`config.mk`:
```
export PLATFORM = sky130hd
export DESIGN_NAME = debug_step_ctrl
export DESIGN_NICKNAME = d
export VERILOG_FILES = /design/src/rtl/debug_pkg.sv /design/src/rtl/step_sync.sv /design/src/rtl/debug_step_ctrl.sv
export SDC_FILE = /design/constraint.sdc
export NUM_CORES = 1
export LEC_CHECK = 0
export BUFFER_PORTS_ARGS = -buffer_cell sky130_fd_sc_hd__buf_4
export CORE_MARGIN = 2
export CORE_UTILIZATION = 25
export CTS_BUF_LIST = sky130_fd_sc_hd__clkbuf_8
export DETAILED_ROUTE_END_ITERATION = 12
export GPL_ROUTABILITY_DRIVEN = 0
export SYNTH_ARGS = -nofsm -noshare
export SYNTH_HDL_FRONTEND = slang
export SYNTH_SLANG_ARGS = --single-unit
export TNS_END_PERCENT = 1
```
`constraint.sdc`:
```
create_clock -name clock -period 2.6 [get_ports clock]
set_input_delay 0.13 -clock clock [delete_from_list [all_inputs] [get_ports clock]]
set_output_delay 0.13 -clock clock [all_outputs]
set_load 0.03 [all_outputs]
```
`src/rtl/debug_pkg.sv`:
```
// Shared types and default widths for the debug step controller.
package debug_pkg;

   localparam int DBG_ADDR_W = 32;
   localparam int DBG_STEP_W = 8;

   typedef enum logic [1:0] {
      ST_RUN  = 2'd0,
      ST_HALT = 2'd1,
      ST_STEP = 2'd2
   } state_t;

endpackage

```
`src/rtl/step_sync.sv`:
```
// Synchroniser for the asynchronous debug_step level plus a registered rising-edge detector.
// Latency from input edge to step_pulse is SYNC_STAGES+1 clock cycles.
module step_sync
   import debug_pkg::*;
#(
   parameter int SYNC_STAGES = 2
) (
   input  logic clock,
   input  logic reset,
   input  logic step_level,
   output logic step_pulse
);

   logic [SYNC_STAGES-1:0] sync_reg;
   logic                   prev_reg;
   logic                   pulse_reg;

   always_ff @(posedge clock or negedge reset) begin
      if (!reset) begin
         sync_reg  <= '0;
         prev_reg  <= 1'b0;
         pulse_reg <= 1'b0;
      end else begin
         sync_reg  <= {sync_reg[SYNC_STAGES-2:0], step_level};
         prev_reg  <= sync_reg[SYNC_STAGES-1];
         pulse_reg <= sync_reg[SYNC_STAGES-1] & ~prev_reg;
      end
   end

   assign step_pulse = pulse_reg;

endmodule

```
`src/rtl/debug_step_ctrl.sv`:
```
// Run / halt / N-cycle step controller with PC breakpoints, gating the CPU clock enable.
// Optional executed-cycle counter enabled by defining DEBUG_STEP_CYCLE_CNT_EN.
module debug_step_ctrl
   import debug_pkg::*;
#(
   parameter int ADDR_W      = DBG_ADDR_W,
   parameter int STEP_W      = DBG_STEP_W,
   parameter int NUM_BP      = 2,
   parameter int SYNC_STAGES = 2
) (
   input  logic                     clock,
   input  logic                     reset,
   input  logic                     debug_en,
   input  logic                     debug_step,
   input  logic [STEP_W-1:0]        step_count,
   input  logic [ADDR_W-1:0]        pc,
   input  logic [NUM_BP*ADDR_W-1:0] bp_addr,
   input  logic [NUM_BP-1:0]        bp_valid,
   output logic                     cpu_en,
   output logic                     halted,
   output logic                     step_done,
   output logic [NUM_BP-1:0]        bp_hit,
   output logic [31:0]              cycle_cnt
);

   state_t            state_reg, state_next;
   logic [STEP_W-1:0] counter_reg, counter_next;
   logic              skip_reg, skip_next;
   logic              cpu_en_reg, cpu_en_next;
   logic              halted_reg, halted_next;
   logic              step_done_reg, step_done_next;
   logic [NUM_BP-1:0] bp_hit_reg, bp_hit_next;
   logic [NUM_BP-1:0] match;
   logic              hit;
   logic              step_pulse;

   step_sync #(
      .SYNC_STAGES (SYNC_STAGES)
   ) u_step_sync (
      .clock      (clock),
      .reset      (reset),
      .step_level (debug_step),
      .step_pulse (step_pulse)
   );

   for (genvar gi = 0; gi < NUM_BP; gi++) begin : g_bp
      assign match[gi] = bp_valid[gi] && (pc == bp_addr[gi*ADDR_W +: ADDR_W]);
   end

   // A hit must suppress the matching instruction in the same cycle, so the
   // registered enable is masked by the live comparison.
   assign hit    = cpu_en_reg && !skip_reg && (|match);
   assign cpu_en = cpu_en_reg && !hit;

   always_comb begin
      state_next     = state_reg;
      counter_next   = counter_reg;
      skip_next      = skip_reg;
      bp_hit_next    = bp_hit_reg;
      step_done_next = 1'b0;

      if (cpu_en_reg)
         skip_next = 1'b0;

      unique case (state_reg)
         ST_RUN: begin
            if (hit) begin
               state_next  = ST_HALT;
               bp_hit_next = match;
            end else if (debug_en) begin
               state_next = ST_HALT;
            end
         end
         ST_HALT: begin
            if (!debug_en) begin
               state_next = ST_RUN;
               skip_next  = 1'b1;
            end else if (step_pulse) begin
               state_next   = ST_STEP;
               counter_next = (step_count == '0) ? STEP_W'(1) : step_count;
               skip_next    = 1'b1;
               bp_hit_next  = '0;
            end
         end
         ST_STEP: begin
            if (!debug_en) begin
               state_next = ST_RUN;
               skip_next  = 1'b1;
            end else if (hit) begin
               state_next     = ST_HALT;
               step_done_next = 1'b1;
               bp_hit_next    = match;
            end else if (counter_reg <= STEP_W'(1)) begin
               state_next     = ST_HALT;
               step_done_next = 1'b1;
            end else begin
               counter_next = counter_reg - STEP_W'(1);
            end
         end
         default: state_next = ST_HALT;
      endcase

      cpu_en_next = (state_next != ST_HALT);
      halted_next = (state_next == ST_HALT);
   end

   always_ff @(posedge clock or negedge reset) begin
      if (!reset) begin
         state_reg     <= ST_HALT;
         counter_reg   <= '0;
         skip_reg      <= 1'b0;
         cpu_en_reg    <= 1'b0;
         halted_reg    <= 1'b1;
         step_done_reg <= 1'b0;
         bp_hit_reg    <= '0;
      end else begin
         state_reg     <= state_next;
         counter_reg   <= counter_next;
         skip_reg      <= skip_next;
         cpu_en_reg    <= cpu_en_next;
         halted_reg    <= halted_next;
         step_done_reg <= step_done_next;
         bp_hit_reg    <= bp_hit_next;
      end
   end

   assign halted    = halted_reg;
   assign step_done = step_done_reg;
   assign bp_hit    = bp_hit_reg;

`ifdef DEBUG_STEP_CYCLE_CNT_EN
   logic [31:0] cycle_cnt_reg;

   always_ff @(posedge clock or negedge reset) begin
      if (!reset)
         cycle_cnt_reg <= 32'h0;
      else if (cpu_en)
         cycle_cnt_reg <= cycle_cnt_reg + 32'd1;
   end

   assign cycle_cnt = cycle_cnt_reg;
`else
   assign cycle_cnt = 32'h0;
`endif

endmodule
```
### Word level (Yosys, flattened, before mapping)

Index checks and enable logic that the tools add are counted.

| word-level totals | value |
|---|---|
| flip-flop bits (word level) | 20 |
| input bits | 110 |
| output and inout bits | 37 |
| word-level logic and storage cells | 68 |

| operators by class | value |
|---|---|
| $add $sub $neg | 1 |
| $lt $le $gt $ge | 1 |
| equal/unequal tests | 11 |
| mux-type cells | 29 |
| bitwise gates (word level) | 2 |
| reductions and logical operators | 14 |

Operators with widths:

| operator | number |
|---|---|
| 32-bit equality test | 2 |
| 8-bit 2-to-1 mux | 6 |
| 2-bit 2-to-1 mux | 11 |
| 8-bit case mux with 2 select lines | 1 |
| 2-bit case mux with 3 select lines | 2 |
| 8-bit by 1-bit less-or-equal comparator with 1-bit output, second input constant | 1 |
| 8-bit zero test | 1 |
| 1-bit 2-to-1 mux | 8 |
| 2-bit != test, second input constant | 4 |
| 8-bit by 1-bit subtractor with 8-bit output, second input constant | 1 |
| 6-bit AND reduction | 1 |
| 1-bit logical AND | 5 |
| 2-bit by 1-bit equality test with 1-bit output, second input constant | 2 |
| 2-bit by 1-bit != test with 1-bit output, second input constant | 2 |
| 4-bit AND reduction | 1 |
| 3-bit nonzero test | 1 |
| 2-bit equality test, second input constant | 1 |
| 1-bit zero test | 2 |
| 2-bit zero test | 1 |
| 1-bit case mux with 2 select lines | 1 |
| 2-bit nonzero test | 1 |
| 2-bit OR reduction | 1 |
| 1-bit bitwise AND | 1 |
| 1-bit inverter | 1 |

### Logic depth before layout (Yosys ltp)

Gate-level depths: netlist (run 1).

| depth | value |
|---|---|
| depth after elaboration | 8 |
| gate-level depth with buffers | 9 |
| depth with buffers taken out | 9 |

### Hierarchy

Synthesis (run 1) repeated with hierarchy kept, for this count alone.

| unflattened totals | value |
|---|---|
| cell total of the unflattened synthesis | 267 |
| area, all modules | 2,259.7 sq um |

Modules (own cells, without submodules):

| module | times used | cells an instance | area an instance (sq um) | sequential area each (sq um) |
|---|---|---|---|---|
| debug_step_ctrl | 1 | 262 | 2,145.8 | 402.9 |
| step_sync | 1 | 5 | 113.9 | 100.1 |

### Worst setup path after synthesis (run 1)

Ideal clock, no wire load.

| timing path | value |
|---|---|
| path kind | register to register |
| start | register state_reg[0] |
| end | register counter_reg[4] |
| setup time | 0.126 ns |
| data arrival time | 2.078 ns |
| required time | 2.474 ns |
| slack | 0.396 ns |
| cell stages (with the launch flop) | 8 |
| buffers on the path | 1 |
| period minus slack after synthesis | 2.204 ns |
| cells stage by stage | dfstp_2 > ha_1 > mux2_2 > and2_1 > clkbuf_1 > and3_1 > a211o_1 > o311a_1 |

| on the way | value |
|---|---|
| longest elaborated chain between the ends | 3 |
| elaborated cells between the ends (all ways) | 10 |
| those cells by class | eq/ne (7); mux (1); reduce/logical (2) |

Ends and longest elaborated chain:

| item | RTL line | source |
|---|---|---|
| start: declaration | debug_step_ctrl.sv:26 | `state_t state_reg, state_next;` |
| start signal: assignment | debug_step_ctrl.sv:117 | `state_reg <= state_next;` |
| 2-bit by 1-bit equality test with 1-bit output or 2-bit equality test (tied branches) | debug_step_ctrl.sv:65 | `unique case (state_reg)` |
| 2-bit by 1-bit != test with 1-bit output (no line) (tied with other cells) | n/a |  |
| 6-bit AND reduction (no line) | n/a |  |
| end signal: assignment | debug_step_ctrl.sv:118 | `counter_reg <= counter_next;` |
| end: declaration | debug_step_ctrl.sv:27 | `logic [STEP_W-1:0] counter_reg, counter_next;` |

Several ways; a longest one is shown, not always the timed one.
A chain may end at the register's enable or synchronous reset.

### Worst setup path after layout (run 1)

| timing path | value |
|---|---|
| start | register state_reg[0] |
| end | register counter_reg[5] |

The elaborated chain is that of the path after synthesis.

==> results.py, run 1 <==
metrics = {
    "timing": {
        "max_freq_mhz": 436,
        "min_period_over_period_pct": 88.2,
        "rsz0062_at_grt": "no",
        "min_period_ps": 2290,
        "fin_worst_skew_ps": 2.85,
        "slew_viol_final": 0,
        "setup_violations": 0,
        "finalHoldViolCount": 0,
        "setup_slack_ps": 307,
        "setup_tns_ps": 0,
    },
    "final_layout": {
        "fin_nets": 482,
        "insertedDiodeCount": 0,
        "areaGrowthSynthToFinish_pct": 42.5,
        "largest_reg_flops": 8,
        "layout-drive-gt1-share_pct": 35.9,
        "stdcell_count": 470,
    },
    "synth": {
        "synth_ff_type": "dfrtp_1",
        "synth_edf_count": 0,
        "yosysMostFrequentCell": "buf_4",
        "synth_area_sq_um": 2150,
        "synth.area.top_cells": "dfrtp_1 (21%), xor2_1 (13%), xnor2_1 (12%)",
        "syn-instance-count": 250,
        "synth_top_cell_area_share_pct": 20.9,
        "synth_commonest_cells": "buf_4 (33), xor2_1 (32), xnor2_1 (29)",
        "synth_top_cell_by_area": "dfrtp_1",
        "synth_area_per_cell_sq_um": 8.60,
        "yosysSeqAreaShare_pct": 23.4,
        "yosys_warnings": 0,
        "yosys_register_bits": 20,
        "netlist-cell-type-count": 49,
        "async_flop_share_pct": 100,
    },
    "place": {
        "port_buffers": 114,
        "place_ws_ps": 130,
        "dp_hpwl_um": 5410,
        "placed_cells": 464,
    },
    "status": {
        "status": "finished, final reports clean",
    },
    "drt": {
        "vias": 2101,
        "antenna_left": 0,
        "wl_per_cell_um": 13.1,
        "drtIter0Drc": 69,
        "drt_wl_total_um": 6170,
        "via_per_inst": 4.47,
        "drc_errors": 0,
        "drtPass1Iterations": 4,
    },
    "critical_path": {
        "cp_slowest_cell": "dfstp_2",
        "endpoint_kind": "flop",
        "cp_max_fo": 9,
        "crit_type": "flop to flop",
        "cp_top_family": "flip-flops",
        "cp.arrival_ps": 2450,
        "cp_num_buf_inv": 0,
        "cp_data_required_time_ps": 2760,
        "cpPeakStageDelay_ps": 580,
        "path_cells": "ha_1 > mux2_2 > and2_1 > nand4_1 > nor2_1 > a211o_1 > o311a_1",
        "start_kind": "flop",
    },
    "floorplanning": {
        "io_pins": 147,
        "start_util_pct": 26.0,
        "die_h_um": 96.8,
        "die-area_sq_um": 9360,
        "die-width_um": 96.8,
        "fp.coreArea_sq_um": 8260,
        "rows": 33,
    },
    "global_route": {
        "grt_first_pass_wirelength_um": 10000,
        "track_usage_pct": 12.8,
        "grt_max_degree": 22,
        "grt_pass1_vias": 2176,
        "antenna_found_initial": 0,
        "grt.overflow.total": 0,
    },
    "power_and_ir_drop": {
        "power_density_nw_per_um2": 511,
        "p_leak_uw": 0.00145,
        "vdd_drop_max_v": 0.000164,
    },
    "cts": {
        "cts.clk_slew.worst_paths_ps": 80,
        "cts.sinks": 20,
        "cts_tree": "yes",
        "cts_inserted_buffers": 3,
        "cts_root_buf": "clkbuf_8",
        "cts_max_path_buffers": 2,
        "cts.htree.levels": 1,
        "clock_latency_ps": 270,
    },
    "flow_run": {
        "drv_cap": 0,
    },
    "worst_hold_path": {
        "hold_path.class": "input pin to flop",
    },
}
-- worst paths after layout --
kind | slack (ps) | from | depth (start not counted) | end
max reg2reg | 310 | state_reg[0]$_DFF_PN1_ | 7 | counter_reg[5]$_DFFE_PN0P_
max | 310 | state_reg[0]$_DFF_PN1_ | 7 | counter_reg[5]$_DFFE_PN0P_
min in group asynchronous | 270 | reset | 2 | counter_reg[7]$_DFFE_PN0P_
min | 110 | step_count[1] | 2 | counter_reg[1]$_DFFE_PN0P_
max in group asynchronous | 2060 | reset | 2 | halted$_DFF_PN1_
min reg2reg | 360 | u_step_sync.sync_reg[0]$_DFF_PN0_ | 0 | u_step_sync.sync_reg[1]$_DFF_PN0_
-- kinds of logic after synthesis --
group	after synthesis	synth area share, %
xor+xnor	61	24.8
compound gates	43	13.8
buf+inv	49	14.7
mux	3	1.45
other cells	1	0.174
flops	20	23.4
fa+ha+maj	6	3.49
simple gates	67	18.1
-- repair_timing --
item	4_1_cts	5_1_grt
gates resized for setup	0	0
hold buffers	2	0
hold endpoints to repair	19	0
buffers inserted	0	0
-- layout make-up --
cell class,count,area (sq um)
Clock buffer,4,55.1
Multi-Input combinational cell,212,1450
Sequential cell,20,503
Fill cell,875,5190
Inverter,12,45.0
Tap cell,105,131
Timing Repair Buffer,117,883
-- metrics by stage --
step | power, uW | cell area (sq um) | util [%] | hold WS [ps]
after floorplan | 1060 | 2270 | - | -166
after global placement | 1310 | 2990 | 36.2 | 26.0
after detailed placement | 1320 | 2990 | 36.2 | 31.2
after CTS | 1580 | 3070 | 37.1 | 98.8
after global routing | 1690 | 3070 | 37.1 | 102
final | 1570 | 3070 | 37.1 | 109
-- metal layers --
layer	routed length (um)	GRT usage, %	vias up	part of all wire (%)
met5	0	0	-	0
met1	2400	14.9	959	39
li1	-	-	1042	-
met2	3240	23.6	90	52
met3	409	2.17	10	6.6
met4	129	4.33	0	2.1
-- layout by cell type (no fill, tap or decap), types with 3 or more instances in the layout --
| master | synthesis | routed |
|---|---|---|
| clkbuf_8 | 0 | 4 |
| nor4_1 | 9 | 9 |
| inv_1 | 12 | 12 |
| xor2_1 | 32 | 32 |
| nand2b_1 | 3 | 3 |
| dfrtp_1 | 18 | 18 |
| nand3_1 | 5 | 5 |
| nand2_1 | 6 | 6 |
| buf_4 | 33 | 115 |
| nand4_1 | 12 | 12 |
| ha_1 | 6 | 6 |
| a211o_1 | 3 | 3 |
| conb_1 | 1 | 32 |
| nor3_1 | 5 | 5 |
| nor2_1 | 12 | 12 |
| a21oi_1 | 13 | 13 |
| o21ai_0 | 8 | 8 |
| xnor2_1 | 29 | 29 |
-- report_power, final --
group	switching, uW	internal [uW]
Sequential	95.1	419
Combinational	424	383
Clock	111	135
Power figures use the tool's default switching activity.
==> run 2: changes to the inputs <==
--- a/config.mk
+++ b/config.mk
@@ -11,6 +11,7 @@
 export CTS_BUF_LIST = sky130_fd_sc_hd__clkbuf_8
 export DETAILED_ROUTE_END_ITERATION = 12
 export GPL_ROUTABILITY_DRIVEN = 0
+export RECOVER_POWER = 25
 export SYNTH_ARGS = -nofsm -noshare
 export SYNTH_HDL_FRONTEND = slang
 export SYNTH_SLANG_ARGS = --single-unit
==> run 2 against run 1 <==
Net effect: non-clock buffer count stayed put; setup slack worse by 0.51 ps; global-route usage stayed put; count of clock-buffer cells in the layout stayed put; combinational power hardly changed; largest power group unchanged.
==> results.py, run 2 (synthesis results as in run 1) <==
metrics = {
    "status": {
        "status": "finished, final reports clean",
    },
    "worst_hold_path": {
        "hold_path.class": "input pin to flop",
        "hold_depth": 2,
        "min_to": "counter_reg[1]$_DFFE_PN0P_",
        "hp-start": "step_count[1]",
    },
    "cts": {
        "cts_root_buf": "clkbuf_8",
        "cts_inserted_buffers": 3,
        "cts.sinks": 20,
        "cts_tree": "yes",
        "cts_setup_buffers": 0,
        "cts_max_path_buffers": 2,
        "cts.clk_slew.worst_paths_ps": 80,
        "clock_latency_ps": 270,
        "cts.htree.levels": 1,
    },
    "final_layout": {
        "final_common_cell": "buf_4",
        "insertedDiodeCount": 0,
        "largest_reg_flops": 8,
        "fin_nets": 482,
        "final_cell_mix": "buf_4 (114), xor2_1 (32), conb_1 (32), xnor2_1 (29), dfrtp_1 (18)",
        "layout-drive-gt1-share_pct": 35.6,
        "areaGrowthSynthToFinish_pct": 42.4,
    },
    "floorplanning": {
        "rows": 33,
        "die-area_sq_um": 9360,
        "start_util_pct": 26.0,
        "die_h_um": 96.8,
        "fp.coreArea_sq_um": 8260,
        "io_pins": 147,
        "die-width_um": 96.8,
    },
    "drt": {
        "drtIter0Drc": 69,
        "via_per_inst": 4.46,
        "wl_per_cell_um": 13.1,
        "antenna_left": 0,
        "drtPass1Iterations": 4,
        "drt_wl_total_um": 6170,
        "vias": 2096,
        "drc_errors": 0,
    },
    "critical_path": {
        "cp_slowest_cell": "dfstp_2",
        "r2r-start": "state_reg[0]$_DFF_PN1_",
        "endpoint_kind": "flop",
        "r2r_setup_slack_ps": 310,
        "cp.arrival_ps": 2450,
        "r2r_cells": 7,
        "cp_data_required_time_ps": 2760,
        "cp_num_buf_inv": 0,
        "cp_max_fo": 9,
        "start_kind": "flop",
        "crit_type": "flop to flop",
        "cp_top_family": "flip-flops",
        "path_cells": "ha_1 > mux2_2 > and2_1 > nand4_1 > nor2_1 > a211o_1 > o311a_1",
        "reg2reg_to": "counter_reg[5]$_DFFE_PN0P_",
        "cpPeakStageDelay_ps": 590,
    },
    "power_and_ir_drop": {
        "power_density_nw_per_um2": 512,
        "clkPwrFrac_pct": 15.7,
        "power.internal_uw": 936,
        "seqPwrFrac_pct": 32.8,
        "p_sw_uw": 630,
        "vdd_drop_max_v": 0.000164,
        "combPwrFrac_pct": 51.5,
        "swShare_pct": 40.2,
        "p_leak_uw": 0.00145,
    },
    "timing": {
        "setup_slack_ps": 307,
        "max_freq_mhz": 436,
        "setup_violations": 0,
        "worst_pin_slew_ps": 1080,
        "setup_tns_ps": 0,
        "finalHoldViolCount": 0,
        "rsz0062_at_grt": "no",
        "min_period_ps": 2290,
        "timing.hold.ws_ps": 109,
        "relSlewSlack_pct": 27.9,
        "fin_worst_skew_ps": 2.85,
        "slew_viol_final": 0,
        "min_period_over_period_pct": 88.2,
    },
    "global_route": {
        "grt_max_degree": 22,
        "grt_first_pass_wirelength_um": 10000,
        "grt_pass1_vias": 2176,
        "antenna_found_initial": 0,
        "grt.overflow.total": 0,
        "track_usage_pct": 12.8,
    },
    "place": {
        "port_buffers": 114,
        "dp_hpwl_um": 5410,
        "place_ws_ps": 130,
    },
    "flow_run": {
        "drv_cap": 0,
    },
}
-- run 2: changes by cell type in the layout (fill, tap and decap cells not counted) --
cell      change
buf_4         -1
clkbuf_1      +1
-- run 2: how the worst max path moves through the flow --
| stage | cells after the start | start | to | slack, ps |
|---|---|---|---|---|
| finish | 7 | state_reg[0]$_DFF_PN1_ | counter_reg[5]$_DFFE_PN0P_ | 310 |
| floorplan | 7 | state_reg[0]$_DFF_PN1_ | counter_reg[4]$_DFFE_PN0P_ | 400 |
| detailed placement | 9 | bp_addr[9] | counter_reg[3]$_DFFE_PN0P_ | 130 |
| global placement | 9 | bp_addr[9] | counter_reg[3]$_DFFE_PN0P_ | 80 |
| CTS | 8 | bp_addr[9] | cpu_en | 310 |
| global route | 7 | state_reg[0]$_DFF_PN1_ | counter_reg[7]$_DFFE_PN0P_ | 80 |
-- run 2: per-stage QoR --
step           power (uW)  util (%)  area, sq um  instances
2_1_floorplan        1060         -         2270        281
3_3_place_gp         1310      36.2         2990        464
5_1_grt              1690      37.1         3060        470
4_1_cts              1580      37.1         3070        470
6_report             1570      37.1         3060        470
3_5_place_dp         1320      36.2         2990        464
-- run 2: area by class of cell --
type | instances | area, sq um
clock buffer | 4 | 55.1
timing repair buffer | 117 | 880
multi-input combinational | 212 | 1450
tap | 105 | 131
sequential | 20 | 503
fill | 874 | 5200
inverter | 12 | 45.0
-- run 2: power groups by stage --
stage	registers (uW)	clock network, uW	logic, uW
after floorplan	507	0	556
after detailed placement	518	0	802
after global placement	518	0	794
after CTS	512	257	814
final	514	247	806
after global routing	528	271	889
-- run 2: what timing repair did --
| item | 4_1_cts | 5_1_grt |
|---|---|---|
| hold endpoints to repair | 19 | 0 |
| resized for setup | 0 | 0 |
| hold buffers | 2 | 0 |
-- run 2: per-layer routing --
layer	global-route usage, %	up-vias	share of wire (%)
met5	0	-	0
met4	4.33	0	2.1
met3	2.17	10	6.6
met2	23.6	88	52
met1	14.9	956	39
li1	-	1042	-
==> run 3: changes to the inputs <==
--- a/config.mk
+++ b/config.mk
@@ -6,7 +6,7 @@
 export NUM_CORES = 1
 export LEC_CHECK = 0
 export BUFFER_PORTS_ARGS = -buffer_cell sky130_fd_sc_hd__buf_4
-export CORE_MARGIN = 2
+export CORE_ASPECT_RATIO = 1.5
 export CORE_UTILIZATION = 25
 export CTS_BUF_LIST = sky130_fd_sc_hd__clkbuf_8
 export DETAILED_ROUTE_END_ITERATION = 12
@@ -15,4 +15,4 @@
 export SYNTH_ARGS = -nofsm -noshare
 export SYNTH_HDL_FRONTEND = slang
 export SYNTH_SLANG_ARGS = --single-unit
-export TNS_END_PERCENT = 1
+export TNS_END_PERCENT = 5
==> run 3 against run 2 <==
Net effect: register-to-register slack worse by 60 ps; clock skew is 0.68 ps higher; via count is 3.1% higher; count of clock-buffer cells in the layout is 1 lower; sequential cell count stayed put; largest power group unchanged; first-iteration DRC count is 8.7% lower.
==> results.py, run 3 (synthesis results as in run 1) <==
metrics = {
    "timing": {
        "timing.hold.ws_ps": 119,
        "worst_pin_slew_ps": 1080,
        "max_freq_mhz": 424,
        "slew_viol_final": 0,
        "min_period_over_period_pct": 90.6,
        "rsz0062_at_grt": "no",
        "setup_violations": 0,
        "relSlewSlack_pct": 27.8,
        "fin_worst_skew_ps": 3.53,
        "min_period_ps": 2360,
        "setup_tns_ps": 0,
        "finalHoldViolCount": 0,
    },
    "critical_path": {
        "r2r-start": "state_reg[0]$_DFF_PN1_",
        "cp_max_fo": 9,
        "cp_data_required_time_ps": 2760,
        "cp.arrival_ps": 2510,
        "start_kind": "flop",
        "crit_type": "flop to flop",
        "startpoint": "state_reg[0]$_DFF_PN1_",
        "endpoint_kind": "flop",
    },
    "final_layout": {
        "areaGrowthSynthToFinish_pct": 42.4,
        "insertedDiodeCount": 0,
        "final_cell_mix": "buf_4 (115), xor2_1 (32), conb_1 (32), xnor2_1 (29), dfrtp_1 (18)",
        "final_common_cell": "buf_4",
        "multi_input_area_sq_um": 1450,
        "n_fill_cell": 861,
        "register_area_sq_um": 503,
        "layout-drive-gt1-share_pct": 35.5,
        "largest_reg_flops": 8,
        "fin_nets": 483,
    },
    "drt": {
        "antenna_left": 0,
        "drtIter0Drc": 63,
        "drc_errors": 0,
        "via_per_inst": 4.57,
        "vias": 2161,
        "wl_per_cell_um": 13.5,
        "drtPass1Iterations": 4,
        "drt_wl_total_um": 6390,
    },
    "cts": {
        "cts.clk_slew.worst_paths_ps": 70,
        "cts.htree.levels": 1,
        "cts_max_path_buffers": 2,
        "cts_setup_buffers": 0,
        "cts.sinks": 20,
        "cts_inserted_buffers": 3,
        "cts_tree": "yes",
        "cts_root_buf": "clkbuf_8",
        "clock_latency_ps": 260,
    },
    "place": {
        "port_buffers": 114,
        "dp_hpwl_um": 5680,
    },
    "worst_hold_path": {
        "hp-start": "step_count[1]",
        "hold_path.class": "input pin to flop",
    },
    "floorplanning": {
        "die-width_um": 77.7,
        "die-area_sq_um": 8990,
        "rows": 41,
        "fp.coreArea_sq_um": 8360,
        "die_h_um": 116,
        "io_pins": 147,
        "start_util_pct": 25.7,
    },
    "flow_run": {
        "drv_cap": 0,
    },
    "power_and_ir_drop": {
        "vdd_drop_max_v": 0.000235,
        "p_leak_uw": 0.00145,
        "power_density_nw_per_um2": 502,
    },
    "global_route": {
        "antenna_found_initial": 0,
        "grt_pass1_vias": 2169,
        "track_usage_pct": 14.2,
        "grt_max_degree": 22,
        "grt.overflow.total": 0,
        "grt_first_pass_wirelength_um": 9830,
    },
    "status": {
        "status": "finished, final reports clean",
    },
}
-- run 3: changes by cell type in the layout (fill, tap and decap cells not counted) --
cell / previous run / this run
buf_4: 114 / 115
clkbuf_8: 4 / 3
inv_1: 12 / 13
-- run 3: worst max-delay path, stage by stage, from the launching register on --
cell and delay [ps]:
dfstp_2 590, ha_1 310, mux2_2 210, and2_1 320
nand4_1 180, nor2_1 230, a311oi_1 130, a311oi_1 280
-- run 3: through the flow --
stage | setup slack [ps] | instances | instance area [sq um] | power (uW) | util (%)
after floorplan | 396 | 281 | 2270 | 1060 | -
after global placement | 257 | 467 | 3000 | 1310 | 35.9
after detailed placement | 215 | 467 | 3000 | 1330 | 35.9
after CTS | 275 | 473 | 3070 | 1550 | 36.7
after global routing | 60.8 | 473 | 3060 | 1670 | 36.6
final | 243 | 473 | 3060 | 1540 | 36.6
-- run 3: worst paths after layout --
check,to,slack (ps),depth (start not counted)
min in group asynchronous,step_done$_DFF_PN0_,590,2
hold reg to reg,u_step_sync.sync_reg[1]$_DFF_PN0_,360,0
max in group asynchronous,cpu_en_reg$_DFF_PN0_,1370,2
setup reg to reg,counter_reg[7]$_DFFE_PN0P_,240,7
hold / removal,counter_reg[1]$_DFFE_PN0P_,120,2
setup / recovery,counter_reg[7]$_DFFE_PN0P_,240,7
-- run 3: per-layer routing --
layer / GRT usage, % / up-vias / part of all wire, %
met4: 5.79 / 0 / 3.0
met2: 26.8 / 136 / 53
met1: 14.9 / 975 / 34
met3: 3.54 / 10 / 10
met5: 0 / - / 0
li1: - / 1040 / -
-- run 3: area by class of cell --
type / instances / share of cell area (%)
clock inverters: 1 / 0.123
clock buffers: 3 / 1.35
inverters: 12 / 1.47
repair buffers: 118 / 29.0
flip-flops and latches: 20 / 16.4
well taps: 107 / 4.37
multi-input cells: 212 / 47.3
-- run 3: what timing repair did --
item / CTS / global route
endpoints found under the hold margin: 19 / 0
gates resized for setup: 0 / 0
hold buffers: 2 / 0
-- run 3: power breakdown --
group          total, uW  switching, uW  leakage [uW]  internal (uW)
Combinational        815            432       0.00119            383
Sequential           514           94.7      0.000240            419
Clock                209            104     0.0000269            105
Total               1540            630       0.00145            907
